### src/rtl/id_ex_register.sv
// ID/EX pipeline register: captures the ID control bundle, operands and register addresses for EX,
// with stall hold, bubble insertion (including a flush deferred across a stall) and perf counters.
module id_ex_register #(
  parameter int XLEN  = 32,
  parameter int CNT_W = 16
) (
  input  logic             clk_i,
  input  logic             rst_i,
  input  logic             stall_i,
  input  logic             flush_i,
  input  logic             valid_i,
  input  logic             RegWrite_i,
  input  logic             MemtoReg_i,
  input  logic             MemRead_i,
  input  logic             MemWrite_i,
  input  logic [1:0]       ALUOp_i,
  input  logic             ALUSrc_i,
  input  logic [XLEN-1:0]  RS1data_i,
  input  logic [XLEN-1:0]  RS2data_i,
  input  logic [XLEN-1:0]  Imm_i,
  input  logic [9:0]       funct_i,
  input  logic [4:0]       RS1addr_i,
  input  logic [4:0]       RS2addr_i,
  input  logic [4:0]       RDaddr_i,
  output logic             RegWrite_o,
  output logic             MemtoReg_o,
  output logic             MemRead_o,
  output logic             MemWrite_o,
  output logic [1:0]       ALUOp_o,
  output logic             ALUSrc_o,
  output logic [XLEN-1:0]  RS1data_o,
  output logic [XLEN-1:0]  RS2data_o,
  output logic [XLEN-1:0]  Imm_o,
  output logic [9:0]       funct_o,
  output logic [4:0]       RS1addr_o,
  output logic [4:0]       RS2addr_o,
  output logic [4:0]       RDaddr_o,
  output logic             valid_o,
  output logic [CNT_W-1:0] bubble_cnt_o,
  output logic [CNT_W-1:0] stall_cnt_o
);

  localparam logic [CNT_W-1:0] CNT_MAX = '1;

  // A flush seen while stalled is remembered and applied on the first unstalled edge.
  logic flush_pend;
  logic take_bubble;

  assign take_bubble = flush_i | flush_pend | ~valid_i;

  // NOTE: sequential state uses non-blocking assignments so every register samples pre-edge values.
  always_ff @(posedge clk_i or negedge rst_i) begin
    if (!rst_i) begin
      valid_o      <= 1'b0;
      RegWrite_o   <= 1'b0;
      MemtoReg_o   <= 1'b0;
      MemRead_o    <= 1'b0;
      MemWrite_o   <= 1'b0;
      ALUOp_o      <= 2'b00;
      ALUSrc_o     <= 1'b0;
      RS1data_o    <= '0;
      RS2data_o    <= '0;
      Imm_o        <= '0;
      funct_o      <= '0;
      RS1addr_o    <= '0;
      RS2addr_o    <= '0;
      RDaddr_o     <= '0;
      flush_pend   <= 1'b0;
      bubble_cnt_o <= '0;
      stall_cnt_o  <= '0;
    end else if (stall_i) begin
      flush_pend <= flush_pend | flush_i;
      if (stall_cnt_o != CNT_MAX) stall_cnt_o <= stall_cnt_o + CNT_W'(1);
    end else if (take_bubble) begin
      // Zeroed register addresses keep forwarding from ever matching a bubble.
      valid_o    <= 1'b0;
      RegWrite_o <= 1'b0;
      MemtoReg_o <= 1'b0;
      MemRead_o  <= 1'b0;
      MemWrite_o <= 1'b0;
      ALUOp_o    <= 2'b00;
      ALUSrc_o   <= 1'b0;
      RS1data_o  <= '0;
      RS2data_o  <= '0;
      Imm_o      <= '0;
      funct_o    <= '0;
      RS1addr_o  <= '0;
      RS2addr_o  <= '0;
      RDaddr_o   <= '0;
      flush_pend <= 1'b0;
      if (bubble_cnt_o != CNT_MAX) bubble_cnt_o <= bubble_cnt_o + CNT_W'(1);
    end else begin
      valid_o    <= 1'b1;
      RegWrite_o <= RegWrite_i;
      MemtoReg_o <= MemtoReg_i;
      MemRead_o  <= MemRead_i;
      MemWrite_o <= MemWrite_i;
      ALUOp_o    <= ALUOp_i;
      ALUSrc_o   <= ALUSrc_i;
      RS1data_o  <= RS1data_i;
      RS2data_o  <= RS2data_i;
      Imm_o      <= Imm_i;
      funct_o    <= funct_i;
      RS1addr_o  <= RS1addr_i;
      RS2addr_o  <= RS2addr_i;
      RDaddr_o   <= RDaddr_i;
      flush_pend <= 1'b0;
    end
  end

endmodule

### config.mk
export PLATFORM = sky130hd
export DESIGN_NAME = id_ex_register
export DESIGN_NICKNAME = d
export VERILOG_FILES = /design/src/rtl/id_ex_register.sv
export SDC_FILE = /design/constraint.sdc
export NUM_CORES = 1
export LEC_CHECK = 0
export CORE_ASPECT_RATIO = 1.5
export CORE_UTILIZATION = 41
export DETAILED_ROUTE_END_ITERATION = 8
export GPL_ROUTABILITY_DRIVEN = 0
export HOLD_SLACK_MARGIN = 0.12
export PLACE_DENSITY = 0.81
export SETUP_SLACK_MARGIN = 0.5
export SYNTH_ARGS = -nofsm -noshare
export SYNTH_HDL_FRONTEND = slang
export SYNTH_SLANG_ARGS = --single-unit
### constraint.sdc
create_clock -name clk_i -period 2.4 [get_ports clk_i]
set_input_delay 0.48 -clock clk_i [delete_from_list [all_inputs] [get_ports clk_i]]
set_output_delay 0.48 -clock clk_i [all_outputs]
set_load 0.01 [all_outputs]
==> metrics.cfg, run 1 <==
[status]
status=finished, final reports clean

[setup_path]
critPathRequiredTime_ns=1.92
setup.worst_path.end_class=output pin
reg2reg_depth=5
crit_family=buffers and inverters
path_cells=clkdlybuf4s50_1
start_kind=flip-flop
cp.arrival_ns=1.40
critPathMaxFanout=6
cpMaxStageDelayCell=clkdlybuf4s50_1
critPathKind=flip-flop to output pin
crit_buf_inv=1
slowest_delay_ns=0.56
cp.depth=1

[power]
switchingPower_mw=1.97
power.total_mw=7.07
internal-power_mw=5.10
p_clk_frac=0.364
ir_drop_mv=0.423
p_leak_nw=4.62
swShare=0.278
power_frac_comb=0.184
pwr-share-seq=0.452
power.density_mw_per_mm2=703

[clocking]
clk_pin_slew_ns=0.06
cts-root-buf=clkbuf_16
h-tree-depth=4
cts_buffer_depth=2
cts_tree=built
clock_latency_ns=0.41
cts_sinks=162
cts_buffers=17

[sta]
skew_ns=0.00811
setup_viol=0
min_period_ns=1.88
rsz0062_at_grt=yes
timing.final.max_slew_violations=0
hold_ws_ns=0.501
worstMarginPinSlew_ns=0.582
fmax_mhz=533
tns_ns=0
fin_ws_ns=0.524
hold_viol_final=0
relSlewSlack=0.609
fin_crit_sh=0.782

[grt]
overflow=0
grt_pass1_wl_um=27800
globalRouteTotalUtil=0.233
antenna_found_initial=1
grt_max_degree=79
grt_pass1_vias=5431

[yosys]
synth_top_area_frac=0.659
async_reset_ff_frac=1.00
synth_edf_count=0
synth_fp_nets=575
synth_cells=440
synth.distinct_cells=38
ys.flop_type=dfrtp_1
synth_common_cells=dfrtp_1 (162), a22o_1 (128), xor2_1 (18)
syn-cell-area_mm2=0.00615
yosysMostFrequentCell=dfrtp_1
ys_warn_count=0
ys_seq_area_frac=0.659
yosys.area.top_type=dfrtp_1
synth.area.top_cells=dfrtp_1 (66%), a22o_1 (18%), xor2_1 (2.6%)
ys_ff_latch=162
synth.avg_cell_area_um2=14.0

[die]
die_width_um=102
ios=294
core_mm2=0.0146
rows=54
initial_core_util=0.421
die_y_um=152
dieArea_mm2=0.0155

[flow_run]
max-cap-violations=0

[min_path]
holdPathStages=1
worstHoldPathType=flip-flop to flip-flop

[routing]
vias_per_cell=5.36
ant_nets=0
wl_um=18500
drcViolationCount=0
firstDrtPassIters=4
wire_per_inst_um=19.3
vias=5126
first_iter_violations=200

[finish]
drive_above_1_share=0.108
nets=882
fin_cells=957
area_growth_pct=63.5
n_fill_cell=1045

[placed_design]
place.port_buffers=293
dp.cells=906
dp_hpwl_um=12800
place_worst_setup_slack_ns=0.194

==> through the flow <==
| stage | area [um2] | util |
|---|---|---|
| global placement | 9290 | 0.636 |
| detailed placement | 9290 | 0.636 |
| global route | 10000 | 0.689 |
| floorplan | 6150 | - |
| finish | 10000 | 0.689 |
| CTS | 9920 | 0.679 |
==> metal layers <==
metal | wire length (um) | up-vias | track usage | share of wire
li1 | - | 2283 | - | -
met1 | 6750 | 2542 | 0.250 | 0.37
met2 | 9700 | 251 | 0.423 | 0.53
met3 | 1370 | 50 | 0.0584 | 0.074
met4 | 647 | 0 | 0.0946 | 0.035
met5 | 0 | - | 0 | 0
==> power by group through the flow <==
stage          Combinational [mW]  Sequential [mW]  Clock, mW
4_1_cts                      1.28             3.19       2.61
3_5_place_dp                 1.25             3.24          0
2_1_floorplan               0.330             3.30          0
5_1_grt                      1.40             3.22       2.74
6_report                     1.30             3.19       2.57
3_3_place_gp                 1.22             3.23          0
==> state kept, by name, indices dropped and copies added, names as in the netlist <==
register	cells
ALUOp_o	2
ALUSrc_o	1
Imm_o	32
MemRead_o	1
MemWrite_o	1
MemtoReg_o	1
RDaddr_o	5
RS1addr_o	5
RS1data_o	32
RS2addr_o	5
RS2data_o	32
RegWrite_o	1
bubble_cnt_o	16
flush_pend	1
funct_o	10
stall_cnt_o	16
valid_o	1
==> cell families after synthesis <==
group | after synthesis | share of synthesized area
xor gates and xnor gates | 24 | 0.0342
DFF | 162 | 0.659
adders and majority gates | 2 | 0.00407
AOI/OAI and AO/OA | 140 | 0.194
and+or+nand+nor | 75 | 0.0753
buffers and inverters | 32 | 0.0234
muxes | 5 | 0.00916
==> cell type report <==
class / count / area (um2) / area share
flip-flops and latches: 162 / 4070 / 0.405
repair buffers: 319 / 3190 / 0.317
multi-input cells: 246 / 1980 / 0.197
clock buffers: 18 / 439 / 0.0437
well taps: 196 / 245 / 0.0244
clock inverters: 14 / 120 / 0.0120
inverters: 1 / 3.75 / 0.000374
diodes: 1 / 2.50 / 0.000249
==> layout by cell type, fill, tap and decap left out, types with 3 or more instances in the layout <==
cell | Yosys | routed
clkdlybuf4s50_1 | 0 | 272
a21oi_1 | 4 | 4
dfrtp_1 | 162 | 149
nor3_1 | 10 | 10
a22o_1 | 128 | 128
inv_6 | 0 | 5
dlygate4sd2_1 | 0 | 7
nand4_1 | 9 | 9
xor2_1 | 18 | 18
nand2_1 | 13 | 13
buf_12 | 0 | 3
and3_1 | 4 | 4
dfrtp_2 | 0 | 13
nor2_1 | 9 | 9
xnor2_1 | 6 | 6
inv_8 | 0 | 3
mux2_1 | 3 | 3
buf_4 | 0 | 23
clkbuf_16 | 0 | 17
dlymetal6s2s_1 | 0 | 12
and4_1 | 3 | 3
nand3_1 | 10 | 10
o21ai_0 | 4 | 4
==> path summary, 6_finish.rpt <==
| check | startpoint | end | slack, ns |
|---|---|---|---|
| max | stall_cnt_o[8] | stall_cnt_o[8] | 0.52 |
| min | stall_cnt_o[14] | stall_cnt_o[14] | 0.50 |
| max reg2reg | bubble_cnt_o[0] | bubble_cnt_o[14] | 0.57 |
| min reg2reg | stall_cnt_o[14] | stall_cnt_o[14] | 0.50 |
| max in group asynchronous | rst_i | bubble_cnt_o[8] | 1.03 |
| min in group asynchronous | rst_i | RS2data_o[12] | 0.59 |
==> repair_timing <==
| action | in CTS | in global routing |
|---|---|---|
| setup endpoints to repair | 25 | 93 |
| resized for setup | 18 | 17 |
| hold buffers | 1 | 0 |
| pin swaps | 0 | 3 |
| hold endpoints to repair | 58 | 0 |
| setup buffers | 6 | 11 |
No activity file was read; power rests on OpenSTA's default activity.
==> inputs of run 2 (changes only) <==
--- a/config.mk
+++ b/config.mk
@@ -6,11 +6,11 @@
 export NUM_CORES = 1
 export LEC_CHECK = 0
 export CORE_ASPECT_RATIO = 1.5
-export CORE_UTILIZATION = 41
+export CORE_UTILIZATION = 37
 export DETAILED_ROUTE_END_ITERATION = 8
 export GPL_ROUTABILITY_DRIVEN = 0
 export HOLD_SLACK_MARGIN = 0.12
-export PLACE_DENSITY = 0.81
+export PLACE_DENSITY = 0.77
 export SETUP_SLACK_MARGIN = 0.5
 export SYNTH_ARGS = -nofsm -noshare
 export SYNTH_HDL_FRONTEND = slang
==> constraint.sdc (replaced) <==
create_clock -name clk_i -period 1.6 [get_ports clk_i]
set_input_delay 0.32 -clock clk_i [delete_from_list [all_inputs] [get_ports clk_i]]
set_output_delay 0.32 -clock clk_i [all_outputs]
set_load 0.01 [all_outputs]
==> run 2 against run 1 <==
The run now ends with negative setup slack left. Sequential cell count unchanged. Clock-buffer cell count is 2 higher. Total power rose by 71%. Sequential power rose by 50%. Routed wire length up 32%. Utilization increased by 4.5 points. Sequential share of layout area shrank 6.3 points. Highest routed layer unchanged. Final area is 18% higher. Die area grew 11%. Via count increased by 15%. Clock power is 54% higher. Combinational power grew to 2.6 times the previous value.
==> metrics.cfg, run 2 (synthesis results as in run 1) <==
[clocking]
clock_latency_ns=0.43  ; was 0.41 ns
clk_pin_slew_ns=0.07  ; was 0.06 ns
cts-root-buf=clkbuf_16  ; unchanged
cts_sinks=162  ; unchanged
cts_buffer_depth=2  ; unchanged
cts_tree=built  ; unchanged
cts_buffers=17  ; unchanged
h-tree-depth=4  ; unchanged

[sta]
timing.final.max_slew_violations=0  ; unchanged
fin_ws_ns=-0.0589  ; was 0.524 ns
relSlewSlack=0.493  ; was 0.609
setup_viol=26  ; was 0
fin_crit_sh=1.04
skew_ns=0.00921  ; was 0.00811 ns
fmax_mhz=603
tns_ns=-0.436  ; was 0 ns
min_period_ns=1.66
rsz0062_at_grt=yes  ; unchanged
worstMarginPinSlew_ns=0.761  ; was 0.582 ns
hold_ws_ns=0.313  ; was 0.501 ns
hold_viol_final=0  ; unchanged

[finish]
area_growth_pct=93.3  ; was 63.5%
reg_top3=Imm_o x32, RS1data_o x32, RS2data_o x32  ; unchanged
n_fill_cell=1029  ; was 1045
multi_input_area_mm2=0.00233  ; was 0.00198 mm2
most-common-layout-cells=dfrtp_1 (150), buf_4 (142), clkdlybuf4s50_1 (130), a22o_1 (128), buf_6 (109)  ; was clkdlybuf4s50_1 (272), dfrtp_1 (149), a22o_1 (128), buf_4 (23), xor2_1 (18)
drive_above_1_share=0.501  ; was 0.108
diodes=0  ; was 1
nets=1064  ; was 882
final_core_utilization=0.734  ; was 0.689
final_cell_area_mm2=0.0119  ; was 0.0100 mm2
regArea_mm2=0.00407  ; about the same
layout_commonest_cell=dfrtp_1  ; was clkdlybuf4s50_1

[routing]
drcViolationCount=0  ; unchanged
ant_nets=0  ; unchanged
first_iter_violations=298  ; was 200
vias=5901  ; was 5126
wire_per_inst_um=21.1  ; was 19.3 um
wl_um=24300  ; was 18500 um
firstDrtPassIters=4  ; unchanged
vias_per_cell=5.14  ; was 5.36

[die]
initial_core_util=0.380  ; was 0.421
die_width_um=107  ; was 102 um
dieArea_mm2=0.0171  ; was 0.0155 mm2
core_mm2=0.0162  ; was 0.0146 mm2
rows=57  ; was 54
ios=294  ; unchanged
die_y_um=160  ; was 152 um

[grt]
antenna_found_initial=0  ; was 1
grt_max_degree=71  ; was 79
grt_pass1_wl_um=30500  ; was 27800 um
overflow=0  ; unchanged
globalRouteTotalUtil=0.232  ; was 0.233
grt_pass1_vias=5745  ; was 5431

[setup_path]
critPathKind=flip-flop to flip-flop  ; was flip-flop to output pin
critPathMaxFanout=5  ; was 6
start_kind=flip-flop  ; unchanged
setup.worst_path.end_class=flip-flop  ; was output pin
critPathRequiredTime_ns=1.92  ; about the same
cp.arrival_ns=1.98  ; was 1.40 ns

[placed_design]
place_worst_setup_slack_ns=-0.433  ; was 0.194 ns
place.port_buffers=293  ; unchanged
placed_cell_area_mm2=0.00966  ; was 0.00929 mm2
dp_hpwl_um=13200  ; was 12800 um

[power]
ir_drop_mv=0.745  ; was 0.423 mV
pwr-share-seq=0.394  ; was 0.452
p_clk_frac=0.328  ; was 0.364
internal-power_mw=8.69  ; was 5.10 mW
swShare=0.281  ; was 0.278
power_frac_comb=0.278  ; was 0.184
switchingPower_mw=3.40  ; was 1.97 mW
p_leak_nw=5.96  ; was 4.62 nW
power.density_mw_per_mm2=1020  ; was 703 mW/mm2

[status]
status=finished, violations left  ; was finished, final reports clean
violations=negative setup slack

[min_path]
worstHoldPathType=input pin to flip-flop  ; was flip-flop to flip-flop

[flow_run]
max-cap-violations=0  ; unchanged

## run 2: cell types whose count changed in the layout (fill, tap and decap cells not counted), moves of 8 or more
cell             before  now
buf_8                 0    8
buf_2                 0   90
nor3_1               10    1
clkdlybuf4s50_1     272  130
clkbuf_16            17   27
buf_6                 1  109
buf_4                23  142
dlymetal6s2s_1       12    0
## run 2: through the flow
| stage | instances | power [mW] |
|---|---|---|
| 6_report | 1148 | 12.1 |
| 5_1_grt | 1148 | 12.6 |
| 4_1_cts | 1059 | 11.3 |
| 2_1_floorplan | 440 | 5.56 |
| 3_5_place_dp | 948 | 6.98 |
| 3_3_place_gp | 948 | 6.91 |
## run 2: worst paths after layout
check                               start          endpoint  slack [ns]  depth (start not counted)
setup / recovery           stall_cnt_o[7]   stall_cnt_o[13]       -0.06                          6
hold / removal                    stall_i        flush_pend        0.31                          3
setup reg to reg           stall_cnt_o[7]   stall_cnt_o[13]       -0.06                          6
hold reg to reg              RS2addr_o[3]      RS2addr_o[3]        0.50                          1
max in group asynchronous           rst_i         Imm_o[28]        0.61                          3
min in group asynchronous           rst_i  bubble_cnt_o[11]        0.37                          2
## run 2: routing by layer
layer,track usage,routed length (um)
met1,0.264,8910
met2,0.400,12600
met3,0.0612,1660
met4,0.106,1130
met5,0,0
## run 2: cell type report
class	count	share of cell area
clock inverter	12	0.0102
inverter	1	0.000316
timing repair buffer	501	0.392
multi-input combinational	246	0.196
clock buffer	20	0.0376
sequential	162	0.342
tap	206	0.0217
## run 2: critical path, stage by stage, from the launching register on
cell     delay, ns
dfrtp_1       0.40
buf_6         0.15
nand3_1       0.17
nor4_4        0.37
buf_4         0.21
nand4_1       0.12
xnor2_1       0.14
## run 2: power by group through the flow
| stage | sequential (mW) | combinational [mW] | clock [mW] |
|---|---|---|---|
| final | 4.77 | 3.36 | 3.96 |
| after global routing | 4.80 | 3.56 | 4.24 |
| after CTS | 4.73 | 2.62 | 3.99 |
| after detailed placement | 4.88 | 2.10 | 0 |
| after global placement | 4.87 | 2.05 | 0 |
| after floorplan | 5.00 | 0.555 | 0 |
## run 2: what timing repair did
item / in CTS / in global routing
endpoints found under the hold margin: 30 / 0
hold buffers: 1 / 0
setup endpoints to repair: 321 / 321
setup buffers: 78 / 70
gates resized for setup: 739 / 108
pin swaps: 94 / 103
gates cloned: 0 / 19
